[src/rtl/decode_issue_ctrl.sv]
// decode_issue_ctrl: single-slot ID stage with load-use bubble, CSR drain serialisation and redirect flush
module decode_issue_ctrl #(
  parameter logic [31:0] RESET_INST = 32'h0000_0013,
  parameter int          CNT_W      = 16
) (
  input  logic             clk,
  input  logic             rst_n,
  input  logic             if_valid,
  input  logic [31:0]      if_inst,
  input  logic [31:0]      if_pc,
  output logic             if_ready,
  output logic             id_valid,
  output logic [31:0]      id_inst,
  output logic [31:0]      id_pc,
  input  logic             id_ready,
  input  logic             pipe_empty,
  input  logic             redirect,
  output logic [CNT_W-1:0] stall_cnt
);
  typedef enum logic [1:0] {EMPTY, FULL, LU, CSR} state_t;
  state_t state, state_nx;
  logic accept, issue, hazard, rs1_rd, rs2_rd;
  logic [4:0] op_in, rd_id;
  assign op_in = if_inst[6:2];
  assign rd_id = id_inst[11:7];
  assign issue = state == FULL && id_ready && !redirect;
  assign accept = if_valid && if_ready;
  assign rs1_rd = !(op_in == 5'b01101 || op_in == 5'b00101 || op_in == 5'b11011 ||
                   (op_in == 5'b11100 && if_inst[14]));
  assign rs2_rd = op_in == 5'b01100 || op_in == 5'b01000 || op_in == 5'b11000;
  assign hazard = issue && id_inst[6:2] == 5'b00000 && rd_id != 5'd0 &&
                  ((rs1_rd && if_inst[19:15] == rd_id) || (rs2_rd && if_inst[24:20] == rd_id));
  // handshake outputs and next state; redirect overrides everything
  always_comb begin
    id_valid = state == FULL && !redirect;
    if_ready = !redirect && (state == EMPTY || (state == FULL && id_ready));
    state_nx = redirect                   ? EMPTY :
               accept                     ? (op_in == 5'b11100 ? CSR : hazard ? LU : FULL) :
               state == FULL && id_ready  ? EMPTY :
               state == LU                ? FULL :
               state == CSR && pipe_empty ? FULL : state;
  end
  // slot registers and saturating bubble counter
  always_ff @(posedge clk or negedge rst_n) begin
    if (!rst_n) begin
      state     <= EMPTY;
      id_inst   <= RESET_INST;
      id_pc     <= '0;
      stall_cnt <= '0;
    end else begin
      state <= state_nx;
      if (redirect) begin
        id_inst <= RESET_INST;
        id_pc   <= '0;
      end else if (accept) begin
        id_inst <= if_inst;
        id_pc   <= if_pc;
      end
      if ((state == LU || state == CSR) && stall_cnt != '1) stall_cnt <= stall_cnt + CNT_W'(1);
    end
  end
endmodule
[config.mk]
export PLATFORM = sky130hd
export DESIGN_NAME = decode_issue_ctrl
export DESIGN_NICKNAME = d
export VERILOG_FILES = /design/src/rtl/decode_issue_ctrl.sv
export SDC_FILE = /design/constraint.sdc
export NUM_CORES = 1
export LEC_CHECK = 0
export ABC_CLOCK_PERIOD_IN_PS = 1900
export CAP_MARGIN = 5
export CORE_UTILIZATION = 45
export CTS_BUF_LIST = sky130_fd_sc_hd__clkbuf_4 sky130_fd_sc_hd__clkbuf_8
export DETAILED_ROUTE_END_ITERATION = 16
export HOLD_SLACK_MARGIN = 0.08
export PLACE_DENSITY_LB_ADDON = 0.1
export SYNTH_ARGS = -nofsm -noshare
export SYNTH_HDL_FRONTEND = slang
export SYNTH_SLANG_ARGS = --single-unit
[constraint.sdc]
create_clock -name clk -period 1.9 [get_ports clk]
set_input_delay 0.38 -clock clk [delete_from_list [all_inputs] [get_ports clk]]
set_output_delay 0.38 -clock clk [all_outputs]
set_load 0.005 [all_outputs]
* After elaboration in Yosys (flattened, before gate mapping)
Cells that the tools add are included.
Operators by class: reduce and logical (&&, ||, !) cells 28, add/sub/neg operators 1, equality and inequality tests 13, muxes and demuxes 11
Operator list (count):
- $mux W32 | 4
- $add A16 B1 Y16 const B | 1
- $ne A16 B16 Y1 const B | 1
- $eq A5 B4 Y1 const B | 3
- $eq A5 B5 Y1 const B | 3
- $mux W2 | 7
- $logic_and A1 B1 Y1 | 13
- $eq A5 B5 Y1 | 2
- $reduce_bool A5 Y1 | 2
- $logic_or A1 B1 Y1 | 8
- $eq A5 B3 Y1 const B | 1
- $logic_not A5 Y1 | 1
- $eq A2 B2 Y1 const B | 2
- $eq A2 B1 Y1 const B | 1
- $logic_not A1 Y1 | 2
- $logic_not A2 Y1 | 1
- $reduce_bool A2 Y1 | 1
Storage, ports and cells: bits of input ports 70, output and inout bits 82, bits in registers 82, logic and storage cells 57

* Longest topological paths before layout
Gate-level depths: netlist of run 1.
depth after elaboration 12, gate-level depth with buffers 7, mapped depth without buffers 6

* Worst setup path before layout of run 1
Ideal clock, no wire load.
path kind register -> register, start reg stall_cnt[7], end reg stall_cnt[1], slack 0.345 ns, stages on the path, launching flop included 6, data required time 1.773 ns, arrival 1.427 ns, buffers on the path 0, library setup time 0.127 ns, clock period less this slack 1.555 ns, path through dfrtp_1 -> and4_1 -> nor3b_4 -> nand3_2 -> nand2_1 -> mux2_1
Between the ends: word-level cells in the longest chain between the ends 2
Ends and longest elaborated chain:
- start, declared | RTL line 18 | output logic [CNT_W-1:0] stall_cnt
- start signal, assigned | RTL line 59 | if ((state == LU || state == CSR) && stall_cnt != '1) stall_cnt <= stall_cnt + CNT_W'(1);
- $ne A16 B16 Y1 | RTL line 59
- $logic_and A1 B1 Y1 | RTL line 59
No other way between the ends. A chain may end at the register's enable or synchronous reset.

* Worst setup path in the final report of run 1
start reg id_inst[4], end out id_inst[4]
RTL lines:
- start, declared | RTL line 13 | output logic [31:0] id_inst,
- start signal, assigned | RTL line 56 | id_inst <= if_inst;
No word-level cell between the ends.

==> results by group, run 1 <==
Run status
  • Status: finished, final reports clean

Routing
  • Final wirelength: 9710 um
  • ANT nets after route: 0
  • Starting DRT DRC Count: 147
  • DR WL/cell: 14.9 um
  • DR pass1 iterations: 4
  • Drt drc: 0
  • Vias per inst: 5.08
  • Vias: 3306

Worst setup path
  • Startpoint Class: flop
  • Crit path required time: 1.52 ns
  • Flop2flop setup slack: 0.16 ns
  • CP top delay family: flip-flops
  • Element type at the critical path end: output port
  • R2r endpoint: stall_cnt[1]
  • R2R Path Start: stall_cnt[7]
  • Crit Path Category: reg2out
  • CP arrival: 1.40 ns
  • WP buf/inv: 1
  • Worst-case reg-to-reg path depth: 5
  • Crit path cell chain: clkdlybuf4s50_1
  • CP max FO: 3
  • CP max stage delay: 0.56 ns
  • Slowest stage cell, crit path: dfstp_2

Placed design
  • Placed cell areas: 5440 um^2
  • DP Worst Slack: -0.0545 ns
  • Post-detail-place hpwl: 6970 um
  • IO Port Bufs: 151
  • Global placement routability congestion: 0.845

Global route
  • Antenna violations before repair: 0
  • Vias in the first global route: 3265
  • Gr ovfl total: 0
  • Largest net degree at the start of global routing: 66
  • GRT Overall Usage: 0.229
  • First-pass GRT wire length: 15500 um

STA
  • RSZ-0062 raised after global routing: no
  • Slew margin rel.: 0.632
  • Min Tclk post-route: 1.78 ns
  • Clock Skews: 0.00622 ns
  • WHS: 0.475 ns
  • Tcrit/Tclk final: 0.936
  • Max-slew violation count: 0
  • Slew at the pin closest to its max-slew limit: 0.551 ns
  • Fmax: 0.562 GHz
  • Worst Slack Setup Final: 0.121 ns
  • Setup-failing EPs final: 0
  • Hold Vio Cnt, Final: 0

Final layout
  • Post-route cell area: 5670 um^2
  • Fin util: 0.719
  • Layout Nets: 615
  • N_diodes: 0
  • Synth-to-layout area growth: 51.4%
  • Highest-count cells in the layout ignoring fill and taps: clkdlybuf4s50_1 (147), nand2_1 (131), dfrtp_1 (78)
  • Most common cell after layout, fill and taps aside: clkdlybuf4s50_1
  • Layout cell share with drive strength beyond 1: 0.0820

Yosys
  • Yosys cell types: 44
  • Cell area after synthesis: 3750 um^2
  • Area contributors post-synth: dfrtp_1 (53%), nand2_1 (13%), nand3b_1 (8.8%)
  • Seq/Total Area, Yosys: 0.549
  • Syn_nets: 460
  • Asr flop ratio synth: 1.00
  • Ys Warns: 0
  • Top FF cell, synth: dfrtp_1
  • Syn_area_per_cell: 9.63 um^2
  • Yosys top cell by area: dfrtp_1
  • Post-synth EDFFs: 0
  • Synth Instances: 389
  • Synthesized flop and latch total: 82
  • Post-synth top area share: 0.528

CTS
  • Num CTS Buffers: 9
  • CTS tree: done
  • Clock Tree Buf Depth: 2
  • H-Tree Level Count: 3
  • CTS Root Buffer Type: clkbuf_8
  • Clock insertion delay at the later pin of the skew report: 0.35 ns
  • Clock Pin Slew Worst Setup and Hold Paths: 0.08 ns
  • CTS sink count: 82

Min path
  • Hold endpoint: state[1]
  • Hold path start: redirect
  • Worst hold path type: in2reg
  • Hold depth: 4

Pwr
  • Leakage: 2.55 nW
  • Max VDD drop: 0.373 mV
  • Cell Pwr Density: 696 nW/um^2
  • Power after layout: 3.95 mW

Floorplanning
  • IO Count: 152
  • Die area: 8690 um^2
  • Rows: 32
  • Die width: 93.2 um
  • Die Ht: 93.2 um
  • Starting density of the core: 0.475
  • Core Footprint: 7890 um^2

Flow run
  • Max-cap violation count: 0
how the worst max path moves through the flow:
stage | end | cells past startpoint | startpoint | slack [ns]
2_1_floorplan | stall_cnt[1] | 5 | stall_cnt[7] | 0.35
3_3_place_gp | if_ready | 4 | id_ready | -0.04
3_5_place_dp | if_ready | 4 | id_ready | -0.05
4_1_cts | id_inst[4] | 1 | id_inst[4] | 0.1
5_1_grt | stall_cnt[1] | 5 | stall_cnt[7] | 0.05
6_report | id_inst[4] | 1 | id_inst[4] | 0.12
registers in the layout, summed over array words and instances, names as in the netlist:
name,cells
id_pc,32
id_inst,32
state,2
stall_cnt,16
synth_stat cells (2+ instances only):
cell,count
nand2_1,132
dfrtp_1,79
nand3b_1,44
a21oi_1,16
buf_2,12
xnor2_1,11
xor2_1,11
clkbuf_1,9
nand4_1,8
nand2b_1,7
nor2_1,7
o21ai_0,7
nand3_1,4
nor3_1,4
and4_1,3
dfstp_2,3
and2_1,2
nor4_1,2
nor4bb_1,2
o21a_1,2
timing repair:
action / in CTS / in global routing
endpoints found under the hold margin: 31 / 0
hold buffers: 1 / 0
buffers inserted: 0 / 0
gates resized for setup: 4 / 0
setup endpoints to repair: 2 / 0
cell families (layout without fill, tap and decap cells):
| kind of cell | after synthesis | count (layout) | share of synthesized area |
|---|---|---|---|
| XOR/XNOR | 22 | 22 | 0.0514 |
| AND/OR/NAND/NOR | 227 | 227 | 0.313 |
| buffers and inverters | 22 | 182 | 0.0261 |
| flip-flops | 82 | 82 | 0.549 |
| AO/OA/AOI/OAI | 34 | 34 | 0.0548 |
| adder cells (fa/ha/maj) | 1 | 1 | 0.00334 |
| multiplexers | 1 | 1 | 0.00301 |
layout make-up:
class	instances	area, um^2
clock buffer	10	131
clock inverter	6	90.1
fill	623	2220
inverter	1	3.75
multi-input combinational	285	1600
sequential	82	2060
tap	102	128
timing repair buffer	165	1660
routing by layer:
metal	share of wire	routed length, um	GRT usage	up-vias
li1	-	-	-	1608
met1	0.43	4210	0.290	1550
met2	0.47	4600	0.366	122
met3	0.065	628	0.0577	26
met4	0.028	276	0.109	0
met5	0	0	0	-
stage by stage:
| step | instances | TNS, ns |
|---|---|---|
| 5_1_grt | 651 | 0 |
| 3_5_place_dp | 634 | -0.213 |
| 3_3_place_gp | 634 | -0.0444 |
| 6_report | 651 | 0 |
| 2_1_floorplan | 389 | 0 |
| 4_1_cts | 651 | 0 |
where the power goes:
group          switching (mW)  total, mW  internal [mW]
Clock                   0.652       1.41          0.760
Sequential             0.0592       1.90           1.84
Combinational           0.257      0.641          0.384
(Power assumes the default switching activity.)
==> run 2: changes to the inputs <==
--- a/config.mk
+++ b/config.mk
@@ -7,11 +7,13 @@
 export LEC_CHECK = 0
 export ABC_CLOCK_PERIOD_IN_PS = 1900
 export CAP_MARGIN = 5
+export CORE_MARGIN = 4
 export CORE_UTILIZATION = 45
 export CTS_BUF_LIST = sky130_fd_sc_hd__clkbuf_4 sky130_fd_sc_hd__clkbuf_8
 export DETAILED_ROUTE_END_ITERATION = 16
 export HOLD_SLACK_MARGIN = 0.08
 export PLACE_DENSITY_LB_ADDON = 0.1
+export SLEW_MARGIN = 25
 export SYNTH_ARGS = -nofsm -noshare
 export SYNTH_HDL_FRONTEND = slang
 export SYNTH_SLANG_ARGS = --single-unit
==> run 2 against run 1 <==
Fmax down 0.22%. Largest cell class unchanged. Core utilization down 2.5 points. Total power about the same. Flip-flop and latch count unchanged. Highest routed layer unchanged. Count of clock-buffer cells in the layout up 1. Register-to-register slack better by 0.05 ns. Largest power group unchanged.
==> results by group, run 2 (synthesized netlist as in run 1, its figures left out) <==
STA
  • Tcrit/Tclk final: 0.938
  • RSZ-0062 raised after global routing: no
  • Clock Skews: 0.00685 ns
  • Max-slew violation count: 0
  • Hold Vio Cnt, Final: 0
  • Setup-failing EPs final: 0
  • Fmax: 0.561 GHz
  • Slew margin rel.: 0.627
  • Slew at the pin closest to its max-slew limit: 0.560 ns
  • Min Tclk post-route: 1.78 ns
  • WHS: 0.461 ns

CTS
  • CTS sink count: 82
  • H-Tree Level Count: 3
  • CTS tree: done
  • Clock Pin Slew Worst Setup and Hold Paths: 0.09 ns
  • Setup bufs post-CTS: 0
  • CTS Root Buffer Type: clkbuf_8
  • Clock insertion delay at the later pin of the skew report: 0.34 ns
  • Num CTS Buffers: 9
  • Clock Tree Buf Depth: 2

Placed design
  • Global placement routability congestion: 0.852
  • Post-detail-place hpwl: 7270 um
  • Placed cell areas: 5430 um^2
  • IO Port Bufs: 151

Worst setup path
  • Startpoint Class: flop
  • Crit path required time: 1.52 ns
  • CP max stage delay: 0.56 ns
  • WP buf/inv: 1
  • CP top delay family: flip-flops
  • CP arrival: 1.40 ns
  • Crit path cell chain: clkdlybuf4s50_1
  • CP max FO: 3
  • Crit Path Category: reg2out
  • Element type at the critical path end: output port
  • Slowest stage cell, crit path: dfstp_2

Final layout
  • Layout cell share with drive strength beyond 1: 0.0785
  • Fin util: 0.694
  • Multi-input gate area: 1600 um^2
  • Most common cell after layout, fill and taps aside: clkdlybuf4s50_1
  • Synth-to-layout area growth: 51.4%
  • Layout Nets: 614
  • N_diodes: 0
  • Biggest regs: id_inst (32), id_pc (32), stall_cnt (16)
  • Post-route cell area: 5670 um^2
  • Reg area: 2060 um^2
  • Highest-count cells in the layout ignoring fill and taps: clkdlybuf4s50_1 (147), nand2_1 (131), dfrtp_1 (79)
  • FILL cells: 653

Routing
  • Starting DRT DRC Count: 140
  • Drt drc: 0
  • DR pass1 iterations: 4
  • Final wirelength: 10100 um
  • Vias per inst: 5.12
  • Vias: 3341
  • DR WL/cell: 15.4 um
  • ANT nets after route: 0

Global route
  • GR peak layer: met2
  • First-pass GRT wire length: 16600 um
  • Met1 usage: 0.260
  • Met2 global-route usage: 0.343
  • Met3 Use GR: 0.0701
  • Vias in the first global route: 3432
  • Largest net degree at the start of global routing: 66
  • Antenna violations before repair: 0
  • Gr ovfl total: 0
  • GRT Overall Usage: 0.209

Floorplanning
  • Die Ht: 99.2 um
  • Core Footprint: 8180 um^2
  • Starting density of the core: 0.458
  • IO Count: 152
  • Die width: 99.2 um
  • Rows: 33
  • Die area: 9850 um^2

Pwr
  • Max VDD drop: 0.376 mV
  • Leakage: 2.56 nW
  • Total internal power: 3.01 mW
  • Cell Pwr Density: 697 nW/um^2
  • Register share of total power: 0.480
  • Sw Pwr: 945 uW
  • Net Sw Frac: 0.239
  • Clock network power share: 0.357
  • Logic pwr share: 0.163

Run status
  • Status: finished, final reports clean

Flow run
  • Max-cap violation count: 0

Min path
  • Worst hold path type: in2async
-- run 2: changes by cell type in the layout (fill, tap and decap cells not counted), sizes merged --
cell / before / now
dlygate4sd2: 2 / 1
dlymetal6s2s: 0 / 1
buf: 15 / 14
inv: 2 / 1
clkbuf: 10 / 11
-- run 2: layout make-up --
class / count / area share
flip-flops and latches: 82 / 0.363
clock inverters: 5 / 0.0137
inverters: 1 / 0.000662
multi-input cells: 285 / 0.282
repair buffers: 164 / 0.292
well taps: 105 / 0.0232
clock buffers: 11 / 0.0256
-- run 2: final timing paths --
path	slack (ns)	cells past startpoint	from	to
max	0.12	1	id_inst[4]	id_inst[4]
min	0.46	2	rst_n	stall_cnt[11]
max reg2reg	0.21	5	stall_cnt[7]	stall_cnt[1]
min reg2reg	0.50	2	id_inst[1]	id_inst[1]
max in group asynchronous	0.84	3	rst_n	id_inst[18]
min in group clk	0.48	4	redirect	state[1]
-- run 2: through the flow --
step / total power [mW] / TNS, ns / worst slack (ns) / cells
2_1_floorplan: 2.12 / 0 / 0.345 / 389
6_report: 3.95 / 0 / 0.117 / 653
3_3_place_gp: 2.57 / -0.0501 / -0.0501 / 636
4_1_cts: 3.99 / -0.0283 / -0.0283 / 653
3_5_place_dp: 2.58 / -0.107 / -0.0623 / 636
5_1_grt: 4.14 / 0 / 0.0691 / 653
-- run 2: power groups by stage --
| stage | Sequential (mW) | Combinational (mW) | Clock [mW] |
|---|---|---|---|
| floorplan | 1.93 | 0.188 | 0 |
| global placement | 1.93 | 0.641 | 0 |
| detailed placement | 1.93 | 0.649 | 0 |
| CTS | 1.90 | 0.653 | 1.44 |
| global route | 1.91 | 0.701 | 1.53 |
| finish | 1.90 | 0.643 | 1.41 |
-- run 2: layer usage --
metal  wire length, um  up-vias
met5                 0        -
met4               164        0
met3               821       13
met2              4910      104
met1              4180     1613
li1                  -     1611
-- run 2: timing repair --
action / 4_1_cts / 5_1_grt
pin swaps: 0 / 1
resized for setup: 2 / 1
hold buffers: 1 / 0
setup endpoints to repair: 2 / 1
hold endpoints to repair: 16 / 0
==> run 3: changes to the inputs <==
--- a/config.mk
+++ b/config.mk
@@ -6,13 +6,13 @@
 export NUM_CORES = 1
 export LEC_CHECK = 0
 export ABC_CLOCK_PERIOD_IN_PS = 1900
-export CAP_MARGIN = 5
 export CORE_MARGIN = 4
-export CORE_UTILIZATION = 45
+export CORE_UTILIZATION = 39
 export CTS_BUF_LIST = sky130_fd_sc_hd__clkbuf_4 sky130_fd_sc_hd__clkbuf_8
 export DETAILED_ROUTE_END_ITERATION = 16
 export HOLD_SLACK_MARGIN = 0.08
 export PLACE_DENSITY_LB_ADDON = 0.1
+export REMOVE_ABC_BUFFERS = 1
 export SLEW_MARGIN = 25
 export SYNTH_ARGS = -nofsm -noshare
 export SYNTH_HDL_FRONTEND = slang
==> run 3 against run 2 <==
Final cell count is 4.0% higher. Design area is 0.33% higher. Total power is 5.1% lower. Sequential power hardly changed. Die area is 14% higher. Register-to-register slack worse by 0.02 ns. Critical path depth stayed put. Sequential share of layout area is 0.098 points lower. Via count is 1.1% lower. Clock skew is 0.0046 ns higher. Combinational power is 1% higher. Flip-flop and latch count stayed put.
==> results by group, run 3 (synthesized netlist as in run 1, its figures left out) <==
Routing
  • Vias: 3305
  • Drt drc: 0
  • Final wirelength: 10300 um
  • DR pass1 iterations: 4
  • ANT nets after route: 0
  • Vias per inst: 4.87
  • Starting DRT DRC Count: 145
  • DR WL/cell: 15.2 um

Final layout
  • N_diodes: 0
  • Synth-to-layout area growth: 51.9%
  • Biggest regs: id_inst (32), id_pc (32), stall_cnt (16)
  • FILL cells: 815
  • Layout cell share with drive strength beyond 1: 0.0836
  • Post-route cell area: 5690 um^2
  • Layout Cells excl Fill: 679
  • Most common cell after layout, fill and taps aside: clkdlybuf4s50_1
  • Fin util: 0.613
  • Highest-count cells in the layout ignoring fill and taps: clkdlybuf4s50_1 (147), nand2_1 (131), dfrtp_1 (78)
  • Layout Nets: 616

Global route
  • GRT Overall Usage: 0.192
  • Antenna violations before repair: 0
  • Vias in the first global route: 3372
  • Largest net degree at the start of global routing: 66
  • Gr ovfl total: 0
  • First-pass GRT wire length: 17400 um

Worst setup path
  • Element type at the critical path end: output port
  • Startpoint Class: flop
  • CP top delay family: flip-flops
  • CP arrival: 1.43 ns
  • Crit path cell chain: clkdlybuf4s50_1
  • CP max FO: 3
  • Crit Path Category: reg2out
  • Crit path required time: 1.52 ns
  • Slowest stage cell, crit path: dfstp_2
  • CP max stage delay: 0.57 ns
  • WP buf/inv: 1

STA
  • Slew margin rel.: 0.620
  • Hold Vio Cnt, Final: 0
  • RSZ-0062 raised after global routing: no
  • Slew at the pin closest to its max-slew limit: 0.569 ns
  • Worst Slack Setup Final: 0.0950 ns
  • Tcrit/Tclk final: 0.950
  • Fmax: 0.554 GHz
  • Min Tclk post-route: 1.81 ns
  • Max-slew violation count: 0
  • Setup-failing EPs final: 0
  • WHS: 0.492 ns
  • Clock Skews: 0.0114 ns

CTS
  • H-Tree Level Count: 3
  • CTS Root Buffer Type: clkbuf_8
  • CTS sink count: 82
  • Setup bufs post-CTS: 0
  • Num CTS Buffers: 9
  • CTS tree: done
  • Clock Pin Slew Worst Setup and Hold Paths: 0.09 ns
  • Clock Tree Buf Depth: 2
  • Clock insertion delay at the later pin of the skew report: 0.35 ns

Placed design
  • Post-detail-place hpwl: 7520 um
  • DP Worst Slack: -0.0881 ns
  • IO Port Bufs: 151
  • Placed cell areas: 5490 um^2
  • Placed insts: 662
  • Global placement routability congestion: 0.837

Pwr
  • Max VDD drop: 0.318 mV
  • Cell Pwr Density: 659 nW/um^2
  • Net Sw Frac: 0.267
  • Clock network power share: 0.320
  • Leakage: 2.53 nW
  • Register share of total power: 0.506
  • Sw Pwr: 1.00 mW
  • Total internal power: 2.75 mW
  • Logic pwr share: 0.174

Floorplanning
  • Die width: 106 um
  • Starting density of the core: 0.404
  • Core Footprint: 9280 um^2
  • IO Count: 152
  • Rows: 35
  • Die area: 11200 um^2
  • Die Ht: 106 um

Min path
  • Worst hold path type: reg2reg

Flow run
  • Max-cap violation count: 0

Run status
  • Status: finished, final reports clean
run 3: changes by cell type in the layout (fill, tap and decap cells not counted), moves of 2 or more:
cell	before	now
bufinv_16	2	0
clkinv_2	2	0
clkinvlp_4	1	3
inv_6	0	2
run 3: power by group through the flow:
stage               clock network [mW]  registers [mW]  logic, mW
floorplan                            0            1.93      0.165
global placement                     0            1.92      0.656
detailed placement                   0            1.93      0.659
CTS                               1.24            1.90      0.663
global route                      1.32            1.91      0.718
finish                            1.20            1.90      0.652
run 3: routing by layer:
| layer | vias up | wire length (um) | share of wire | global-route usage |
|---|---|---|---|---|
| met4 | 0 | 92 | 0.0089 | 0.0509 |
| met2 | 120 | 4610 | 0.45 | 0.285 |
| met1 | 1559 | 4690 | 0.45 | 0.262 |
| li1 | 1616 | - | - | - |
| met3 | 10 | 931 | 0.090 | 0.0741 |
| met5 | - | 0 | 0 | 0 |
run 3: worst paths after layout:
path	start	end	slack, ns	depth (start not counted)
worst max-delay path	id_inst[4]	id_inst[4]	0.09	1
worst min-delay path	stall_cnt[10]	stall_cnt[10]	0.49	1
worst max register to register	stall_cnt[8]	stall_cnt[1]	0.19	5
worst min register to register	stall_cnt[10]	stall_cnt[10]	0.49	1
max in group asynchronous	rst_n	id_inst[23]	0.84	3
min in group asynchronous	rst_n	id_pc[15]	0.53	2
run 3: metrics by stage:
step           setup TNS, ns  total power, mW
2_1_floorplan         -23.05             2.10
3_3_place_gp         -0.0477             2.58
3_5_place_dp           -1.14             2.59
4_1_cts                    0             3.80
5_1_grt                    0             3.95
6_report                   0             3.75
run 3: what timing repair did:
item | 4_1_cts | 5_1_grt
hold endpoints to repair | 23 | 0
hold buffers | 1 | 0
setup endpoints to repair | 2 | 0
resized for setup | 4 | 0
run 3: cell type report:
| class | instances | area, um^2 | share of cell area |
|---|---|---|---|
| clock buffers | 10 | 138 | 0.0242 |
| clock inverters | 6 | 48.8 | 0.00858 |
| inverters | 1 | 3.75 | 0.000660 |
| multi-input cells | 285 | 1600 | 0.282 |
| flip-flops and latches | 82 | 2060 | 0.362 |
| well taps | 129 | 161 | 0.0284 |
| repair buffers | 166 | 1680 | 0.295 |
